--- config.mk ---
export PLATFORM = sky130hd
export DESIGN_NAME = calc_sequencer_flat
export DESIGN_NICKNAME = d
export VERILOG_FILES = /design/src/rtl/calc_sequencer_if.sv /design/src/rtl/calc_sequencer.sv /design/src/flat_wrapper.sv
export SDC_FILE = /design/constraint.sdc
export NUM_CORES = 1
export LEC_CHECK = 0
export BUFFER_PORTS_ARGS = -buffer_cell sky130_fd_sc_hd__buf_4
export CORE_ASPECT_RATIO = 1.2
export CORE_UTILIZATION = 53
export CTS_BUF_LIST = sky130_fd_sc_hd__clkbuf_2 sky130_fd_sc_hd__clkbuf_4 sky130_fd_sc_hd__clkbuf_8
export DETAILED_ROUTE_END_ITERATION = 8
export MAX_ROUTING_LAYER = met4
export PLACE_DENSITY = 0.78
export RECOVER_POWER = 100
export SKIP_LAST_GASP = 1
export SLEW_MARGIN = 10
export SYNTH_ARGS = -nofsm -noshare
export SYNTH_HDL_FRONTEND = slang
export SYNTH_SLANG_ARGS = --single-unit
export TNS_END_PERCENT = 100
--- constraint.sdc ---
create_clock -name clk -period 1.95 [get_ports clk]
set_input_delay 0.195 -clock clk [delete_from_list [all_inputs] [get_ports clk]]
set_output_delay 0.195 -clock clk [all_outputs]
set_load 0.005 [all_outputs]
--- src/rtl/calc_sequencer_if.sv ---
// ============================================================================
// Module   : calc_sequencer_if
// Brief    : Handshake bundle between calc_sequencer and its datapath peers.
// Revision : 1.0
// ============================================================================
`default_nettype none

interface calc_sequencer_if;
  logic       pl_start;
  logic       core_busy;
  logic       core_start;
  logic [2:0] regime_in;
  logic       ol_busy;
  logic       ol_start;
  logic [2:0] ol_mode;
  logic       seq_busy;
  logic       done;
  logic       err;
  logic [1:0] err_code;
  logic       overrun;
  logic       clr_err;

  // The sequencer side issues the kicks and reports status.
  modport master (
    input  pl_start,
    input  core_busy,
    input  regime_in,
    input  ol_busy,
    input  clr_err,
    output core_start,
    output ol_start,
    output ol_mode,
    output seq_busy,
    output done,
    output err,
    output err_code,
    output overrun
  );

  modport slave (
    output pl_start,
    output core_busy,
    output regime_in,
    output ol_busy,
    output clr_err,
    input  core_start,
    input  ol_start,
    input  ol_mode,
    input  seq_busy,
    input  done,
    input  err,
    input  err_code,
    input  overrun
  );
endinterface

`default_nettype wire

--- src/rtl/calc_sequencer.sv ---
// ============================================================================
// Module   : calc_sequencer
// Brief    : Sequences param load -> eig_core run -> output streaming with
//            handshake timeouts, sticky error and overrun reporting.
// Revision : 1.0
// ============================================================================
`default_nettype none

module calc_sequencer #(
  parameter int ACK_TO  = 15,
  parameter int CORE_TO = 255,
  parameter int OL_TO   = 255,
  parameter int CW      = 8
) (
  input  wire logic        clk,
  input  wire logic        rst_n,
  calc_sequencer_if.master bus
);

  typedef enum logic [3:0] {
    IDLE   = 4'd0,
    C_KICK = 4'd1,
    C_ACK  = 4'd2,
    C_RUN  = 4'd3,
    O_KICK = 4'd4,
    O_ACK  = 4'd5,
    O_RUN  = 4'd6,
    DONE   = 4'd7,
    ERROR  = 4'd8
  } state_t;

  localparam logic [CW-1:0] c_ack_lim  = CW'(ACK_TO);
  localparam logic [CW-1:0] c_core_lim = CW'(CORE_TO);
  localparam logic [CW-1:0] c_ol_lim   = CW'(OL_TO);

  localparam logic [1:0] c_err_none = 2'b00;
  localparam logic [1:0] c_err_ack  = 2'b01;
  localparam logic [1:0] c_err_core = 2'b10;
  localparam logic [1:0] c_err_ol   = 2'b11;

  state_t        state_q,    state_d;
  logic [CW-1:0] cnt_q,      cnt_d;
  logic [1:0]    err_code_q, err_code_d;
  logic          overrun_q,  overrun_d;
  logic [2:0]    ol_mode_q,  ol_mode_d;

  always_ff @(posedge clk) begin
    if (!rst_n) begin
      state_q    <= IDLE;
      cnt_q      <= '0;
      err_code_q <= c_err_none;
      overrun_q  <= 1'b0;
      ol_mode_q  <= 3'b000;
    end else begin
      state_q    <= state_d;
      cnt_q      <= cnt_d;
      err_code_q <= err_code_d;
      overrun_q  <= overrun_d;
      ol_mode_q  <= ol_mode_d;
    end
  end

  always_comb begin
    state_d    = state_q;
    cnt_d      = cnt_q;
    err_code_d = err_code_q;
    overrun_d  = overrun_q;
    ol_mode_d  = ol_mode_q;

    // clr_err takes priority, so a request dropped in ERROR is not flagged.
    if (bus.clr_err) begin
      err_code_d = c_err_none;
      overrun_d  = 1'b0;
    end else if (bus.pl_start && (state_q != IDLE)) begin
      overrun_d = 1'b1;
    end

    case (state_q)
      IDLE: begin
        if (bus.pl_start) begin
          state_d = C_KICK;
        end
      end

      C_KICK: begin
        state_d = C_ACK;
        cnt_d   = '0;
      end

      C_ACK: begin
        if (bus.core_busy) begin
          state_d = C_RUN;
          cnt_d   = '0;
        end else if (cnt_q == c_ack_lim) begin
          state_d    = ERROR;
          err_code_d = c_err_ack;
        end else begin
          cnt_d = cnt_q + CW'(1);
        end
      end

      C_RUN: begin
        if (!bus.core_busy) begin
          state_d   = O_KICK;
          ol_mode_d = bus.regime_in;
        end else if (cnt_q == c_core_lim) begin
          state_d    = ERROR;
          err_code_d = c_err_core;
        end else begin
          cnt_d = cnt_q + CW'(1);
        end
      end

      O_KICK: begin
        state_d = O_ACK;
        cnt_d   = '0;
      end

      O_ACK: begin
        if (bus.ol_busy) begin
          state_d = O_RUN;
          cnt_d   = '0;
        end else if (cnt_q == c_ack_lim) begin
          state_d    = ERROR;
          err_code_d = c_err_ack;
        end else begin
          cnt_d = cnt_q + CW'(1);
        end
      end

      O_RUN: begin
        if (!bus.ol_busy) begin
          state_d = DONE;
        end else if (cnt_q == c_ol_lim) begin
          state_d    = ERROR;
          err_code_d = c_err_ol;
        end else begin
          cnt_d = cnt_q + CW'(1);
        end
      end

      DONE: begin
        state_d = IDLE;
      end

      ERROR: begin
        if (bus.clr_err) begin
          state_d = IDLE;
        end
      end

      default: begin
        state_d = IDLE;
      end
    endcase
  end

  assign bus.core_start = (state_q == C_KICK);
  assign bus.ol_start   = (state_q == O_KICK);
  assign bus.done       = (state_q == DONE);
  assign bus.err        = (state_q == ERROR);
  assign bus.seq_busy   = (state_q != IDLE) && (state_q != ERROR);
  assign bus.err_code   = err_code_q;
  assign bus.overrun    = overrun_q;
  assign bus.ol_mode    = ol_mode_q;

endmodule

`default_nettype wire

--- src/flat_wrapper.sv ---
// flat-port wrapper written by rule: the top's interface ports become plain ports
module calc_sequencer_flat 
#(
  parameter int ACK_TO  = 15,
  parameter int CORE_TO = 255,
  parameter int OL_TO   = 255,
  parameter int CW      = 8
)
  (clk, rst_n, bus_pl_start, bus_core_busy, bus_regime_in, bus_ol_busy, bus_clr_err, bus_core_start, bus_ol_start, bus_ol_mode, bus_seq_busy, bus_done, bus_err, bus_err_code, bus_overrun);
  calc_sequencer_if bus_i ();
  input  wire logic clk;
  input  wire logic rst_n;
  input wire logic [$bits(bus_i.pl_start)-1:0] bus_pl_start;
  input wire logic [$bits(bus_i.core_busy)-1:0] bus_core_busy;
  input wire logic [$bits(bus_i.regime_in)-1:0] bus_regime_in;
  input wire logic [$bits(bus_i.ol_busy)-1:0] bus_ol_busy;
  input wire logic [$bits(bus_i.clr_err)-1:0] bus_clr_err;
  output wire logic [$bits(bus_i.core_start)-1:0] bus_core_start;
  output wire logic [$bits(bus_i.ol_start)-1:0] bus_ol_start;
  output wire logic [$bits(bus_i.ol_mode)-1:0] bus_ol_mode;
  output wire logic [$bits(bus_i.seq_busy)-1:0] bus_seq_busy;
  output wire logic [$bits(bus_i.done)-1:0] bus_done;
  output wire logic [$bits(bus_i.err)-1:0] bus_err;
  output wire logic [$bits(bus_i.err_code)-1:0] bus_err_code;
  output wire logic [$bits(bus_i.overrun)-1:0] bus_overrun;
  assign bus_i.pl_start = bus_pl_start;
  assign bus_i.core_busy = bus_core_busy;
  assign bus_i.regime_in = bus_regime_in;
  assign bus_i.ol_busy = bus_ol_busy;
  assign bus_i.clr_err = bus_clr_err;
  assign bus_core_start = bus_i.core_start;
  assign bus_ol_start = bus_i.ol_start;
  assign bus_ol_mode = bus_i.ol_mode;
  assign bus_seq_busy = bus_i.seq_busy;
  assign bus_done = bus_i.done;
  assign bus_err = bus_i.err;
  assign bus_err_code = bus_i.err_code;
  assign bus_overrun = bus_i.overrun;
  calc_sequencer #(.ACK_TO(ACK_TO), .CORE_TO(CORE_TO), .OL_TO(OL_TO), .CW(CW)) u_core (.clk(clk), .rst_n(rst_n), .bus(bus_i));
endmodule
**After elaboration in Yosys (flattened, before gate mapping)**

Index checks and enable logic that the tools add are counted.

- Register bits: 18
- Bits of input ports: 9
- Output and inout port bits: 11
- Logic and storage cells: 58

- $add $sub $neg: 1
- Eq/ne operators: 15
- Multiplexer cells: 25
- Bitwise gates (word level): 2
- Reductions and logical operators: 10

Operators by type and width:

| operator | count |
|---|---|
| two-way mux 8 bit | 6 |
| one-hot mux 8 bit (5 select lines) | 1 |
| two-way mux 4 bit | 8 |
| one-hot mux 4 bit (8 select lines) | 1 |
| == test 4 x 3 -> 1 bit, second input constant | 4 |
| two-way mux 2 bit | 8 |
| adder 8 x 1 -> 8 bit, second input constant | 1 |
| == test 4 x 2 -> 1 bit, second input constant | 2 |
| == test 8 x 4 -> 1 bit, second input constant | 1 |
| == test 8 bit, second input constant | 1 |
| != test 2 bit, second input constant | 4 |
| one-hot mux 2 bit (4 select lines) | 1 |
| nonzero test 5 bit | 1 |
| == test 4 x 1 -> 1 bit, second input constant | 1 |
| == test 4 bit, second input constant | 1 |
| logical NOT 4 bit | 1 |
| != test 4 bit, second input constant | 1 |
| AND reduction 2 bit | 2 |
| nonzero test 4 bit | 1 |
| OR reduction 2 bit | 2 |
| AND reduction 3 bit | 1 |
| logical AND 1 bit | 2 |
| NOT 1 bit | 2 |

**Depth between registers and ports, before layout**

- Depth after elaboration: 4
- Depth in mapped cells: 7
- Depth with buffers taken out: 6

**Least setup slack after synthesis**

No wires, ideal clock.

- Path type: register to register
- Start point: register u_core.state_q[1]
- End point: register u_core.cnt_q[7]
- Setup time: 0.073 ns
- Arrival time: 1.762 ns
- Required time: 1.877 ns
- Path slack: 0.115 ns
- Stages on the path, launching flop included: 8
- Path buffers: 2
- Clock period less this slack: 1.835 ns
- Cell sequence: dfxtp_1 buf_6 and3b_4 a2111oi_4 o21ai_2 buf_6 or4_1 o211ai_2

- Longest elaborated chain between the ends: 4
- Elaborated cells between the ends (all ways): 12
- Those cells by class: eq/ne: 8; mux: 1; reduce/logical: 3

Ends and longest elaborated chain:

| what | line | text |
|---|---|---|
| start: declaration | calc_sequencer.sv:41 | `state_t state_q, state_d;` |
| start signal: assignment | calc_sequencer.sv:55 | `state_q <= state_d;` |
| == test 4 x 1 -> 1 bit or == test 4 x 3 -> 1 bit (tied branches) | calc_sequencer.sv:78 | `case (state_q)` |
| OR reduction 2 bit (no line) | n/a |  |
| nonzero test 5 bit (no line) | n/a |  |
| AND reduction 3 bit (no line) | n/a |  |
| end signal: assignment | calc_sequencer.sv:56 | `cnt_q <= cnt_d;` |
| end: declaration | calc_sequencer.sv:42 | `logic [CW-1:0] cnt_q, cnt_d;` |

Parallel ways exist; a longest one is shown, timed or not.
A chain may end at the register's enable or synchronous reset.

**Worst setup path after layout**

- Start point: register u_core.state_q[0]
- End point: register u_core.cnt_q[5]

Same word-level chain as after synthesis.

==> flow_summary.toml <==
[run_status]
status = "completed"

[layout]
stdcell_count = 238
diodes = 0
multi_input_area_um2 = 907
area_delta_synth_final_pct = 26.5
ff_latch_area_um2 = 365
fillCellCount = 196
drive_gt1_frac = 0.275
fin_nets = 218
stdcell_area_um2 = 1670

[drt]
ant_nets = 0
drc = 0
routed_wl_um = 3680
viasPerCell = 6.16
routedWlPerCell_um = 15.4
dr.pass1.iters = 4
first_iter_violations = 55
dr_total_vias = 1465

[sta]
setup_tns_ns = 0
hold_violations = 0
relSlewSlack = 0.734
whs_ns = 0.0403
rsz0062_at_grt = "yes"
fmax_ghz = 0.526
finalCriticalPeriod_ns = 1.90
setup_viol = 0
skew_ns = 0.00650
slew_violations = 0
fin_crit_sh = 0.975
timing_worst_slew_pin_value_ns = 0.396

[placement]
gp_congestion = 0.967
dp_hpwl_um = 2800
place_area_um2 = 1620
place.port_buffers = 19
dp_cells = 233

[clocking]
clock_path_buffers = 2
cts_hold_buf = 0
clock_latency_ns = 0.31
cts_tree = "built"
clk_pin_slew_ns = 0.11
cts_made_buffers = 3
root_buffer = "clkbuf_4"
cts_max_level = 1
numClockSinks = 18

[power]
p_sw_frac = 0.342
power_frac_clock = 0.234
peakVddDrop_uv = 458
cellPowerDensity_nw_per_um2 = 615
p_int_uw = 677
total_power_mw = 1.03
p_leak_nw = 0.665
p_sw_uw = 351
seqPwrFrac = 0.397
p_comb_frac = 0.368

[logic_synthesis]
synth_top_family_by_area = "simple AND/OR/NAND/NOR gates"
synth.net_count = 180
synth_xor_area_frac = 0
synth-edff-count = 0
ys_ff_latch = 18
synthDistinctLibCells = 50
syn_inst = 170
yosysSeqAreaShare = 0.273
avgSynthCellArea_um2 = 7.76
async_flop_share = 0
synth_simple_gate_area_frac = 0.375
synth_compound_area_frac = 0.265
ys_warn_count = 0
synthAdderAreaFrac = 0.00948
synthMuxAreaShare = 0.0227
syn_area_um2 = 1320
synth_flop_cell = "dfxtp_1"

[hold_path]
hold_class = "in2reg"

[critical_path]
cp-start-kind = "flop"
rr_worst_depth = 5
endpoint_kind = "flop"
r2r_end = "u_core.cnt_q[5]"
crit_arrival_ns = 2.11
r2r-start = "u_core.state_q[0]"
required_ns = 2.16
ff2ff_setup_slack_ns = 0.05
worstSetupStartpoint = "u_core.state_q[0]"
worst-path-max-fanout = 10
crit_path_end = "u_core.cnt_q[5]"
timing_worst_setup_path_type = "reg2reg"

[global_route]
antenna_found_initial = 0
grt_max_degree = 14
grt_use_total = 0.323
grt_overflow_total = 0
grt_pass1_vias = 1415
grt_pass1_wl_um = 6170

[floorplanning]
coreArea_um2 = 2330
start_util = 0.567
die_x_um = 47.6
num_io_pins = 20
rows = 19
die_h_um = 56.7
die_area_um2 = 2690

[flow_run]
drv_cap = 0
[Yosys cell counts (3+ instances only)]
library cell / instances / share of area
mux2i_1: 3 / 0.023
nand2b_1: 8 / 0.038
dfxtp_1: 18 / 0.27
o21ai_0: 4 / 0.015
nor3_1: 5 / 0.019
nand4_1: 5 / 0.024
o211ai_2: 3 / 0.028
and2_1: 5 / 0.024
inv_1: 5 / 0.014
and3_1: 3 / 0.014
a21oi_1: 8 / 0.030
o21a_1: 4 / 0.023
nor2_1: 13 / 0.037
clkbuf_1: 8 / 0.023
nand2_1: 10 / 0.028
or3_1: 3 / 0.014
a31oi_1: 4 / 0.019
or4_1: 6 / 0.034
nand3_1: 16 / 0.061
nor2b_1: 3 / 0.014
[layer usage]
layer,vias up,global-route usage,part of all wire
met2,52,0.505,0.51
met5,-,-,0
met1,680,0.388,0.39
li1,712,-,-
met4,0,0.155,0.040
met3,21,0.0579,0.052
[state kept, by name (all words and copies together) (netlist names)]
| signal | count |
|---|---|
| u_core.cnt_q | 8 |
| u_core.bus.overrun | 1 |
| u_core.bus.err_code | 2 |
| u_core.bus.ol_mode | 3 |
| u_core.state_q | 4 |
[worst max-delay path: stages (launching register included)]
cell and delay, ns:
dfxtp_2 0.39, nand2b_1 0.19, a2111oi_4 0.43, o21ai_4 0.17, or4_1 0.53, o311ai_1 0.10
[final cells by class]
class	count	area share
Multi-Input combinational cell	137	0.543
Clock buffer	4	0.0217
Timing Repair Buffer	43	0.182
Inverter	5	0.0112
Tap cell	31	0.0232
Sequential cell	18	0.219
[power by group through the flow]
stage	Sequential, mW	Clock [mW]	Combinational, mW
after global routing	0.411	0.267	0.412
after detailed placement	0.415	0	0.363
after global placement	0.412	0	0.351
final	0.409	0.241	0.379
after floorplan	0.407	0	0.233
after CTS	0.406	0.245	0.364
[worst min path at each step]
| stage | start | slack (ns) | to | cells after the start |
|---|---|---|---|---|
| after floorplan | bus_clr_err | 0.27 | u_core.bus.overrun | 1 |
| after global placement | bus_clr_err | 0.37 | u_core.bus.overrun | 2 |
| after detailed placement | bus_clr_err | 0.37 | u_core.bus.overrun | 2 |
| after CTS | bus_clr_err | 0.04 | u_core.bus.overrun | 2 |
| after global routing | bus_clr_err | 0.03 | u_core.bus.overrun | 2 |
| final | bus_clr_err | 0.04 | u_core.bus.overrun | 2 |
[per-stage QoR]
| stage | util | setup slack (ns) |
|---|---|---|
| detailed placement | 0.696 | 0.0160 |
| CTS | 0.712 | 0.00681 |
| global route | 0.717 | -0.00926 |
| global placement | 0.696 | 0.0896 |
| finish | 0.717 | 0.0488 |
| floorplan | - | 0.115 |
[placed cells by master, fill, tap and decap left out, types with 4 or more instances in the layout]
master     n
o21a_1     4
inv_1      5
nand4_1    5
and2_1     4
nand2b_1   8
clkbuf_1   5
dfxtp_2    4
clkbuf_4  10
buf_4     31
a21oi_1    8
nand3_1   16
dfxtp_1   14
nor2_1    13
or4_1      6
nor3_1     5
nand2_1   10
o21ai_0    4
[logic make-up (layout without fill, tap and decap cells)]
logic type / Yosys count / in the layout
simple gates: 88 / 88
compound gates: 45 / 45
flops: 18 / 18
buf+inv: 15 / 52
mux: 3 / 3
fa+ha+maj: 1 / 1
[what timing repair did]
item / 4_1_cts / 5_1_grt
cloned: 0 / 0
setup buffers: 0 / 1
endpoints found under the setup margin: 1 / 7
pin swaps: 0 / 1
resized for setup: 1 / 6
(Power assumes the default switching activity.)
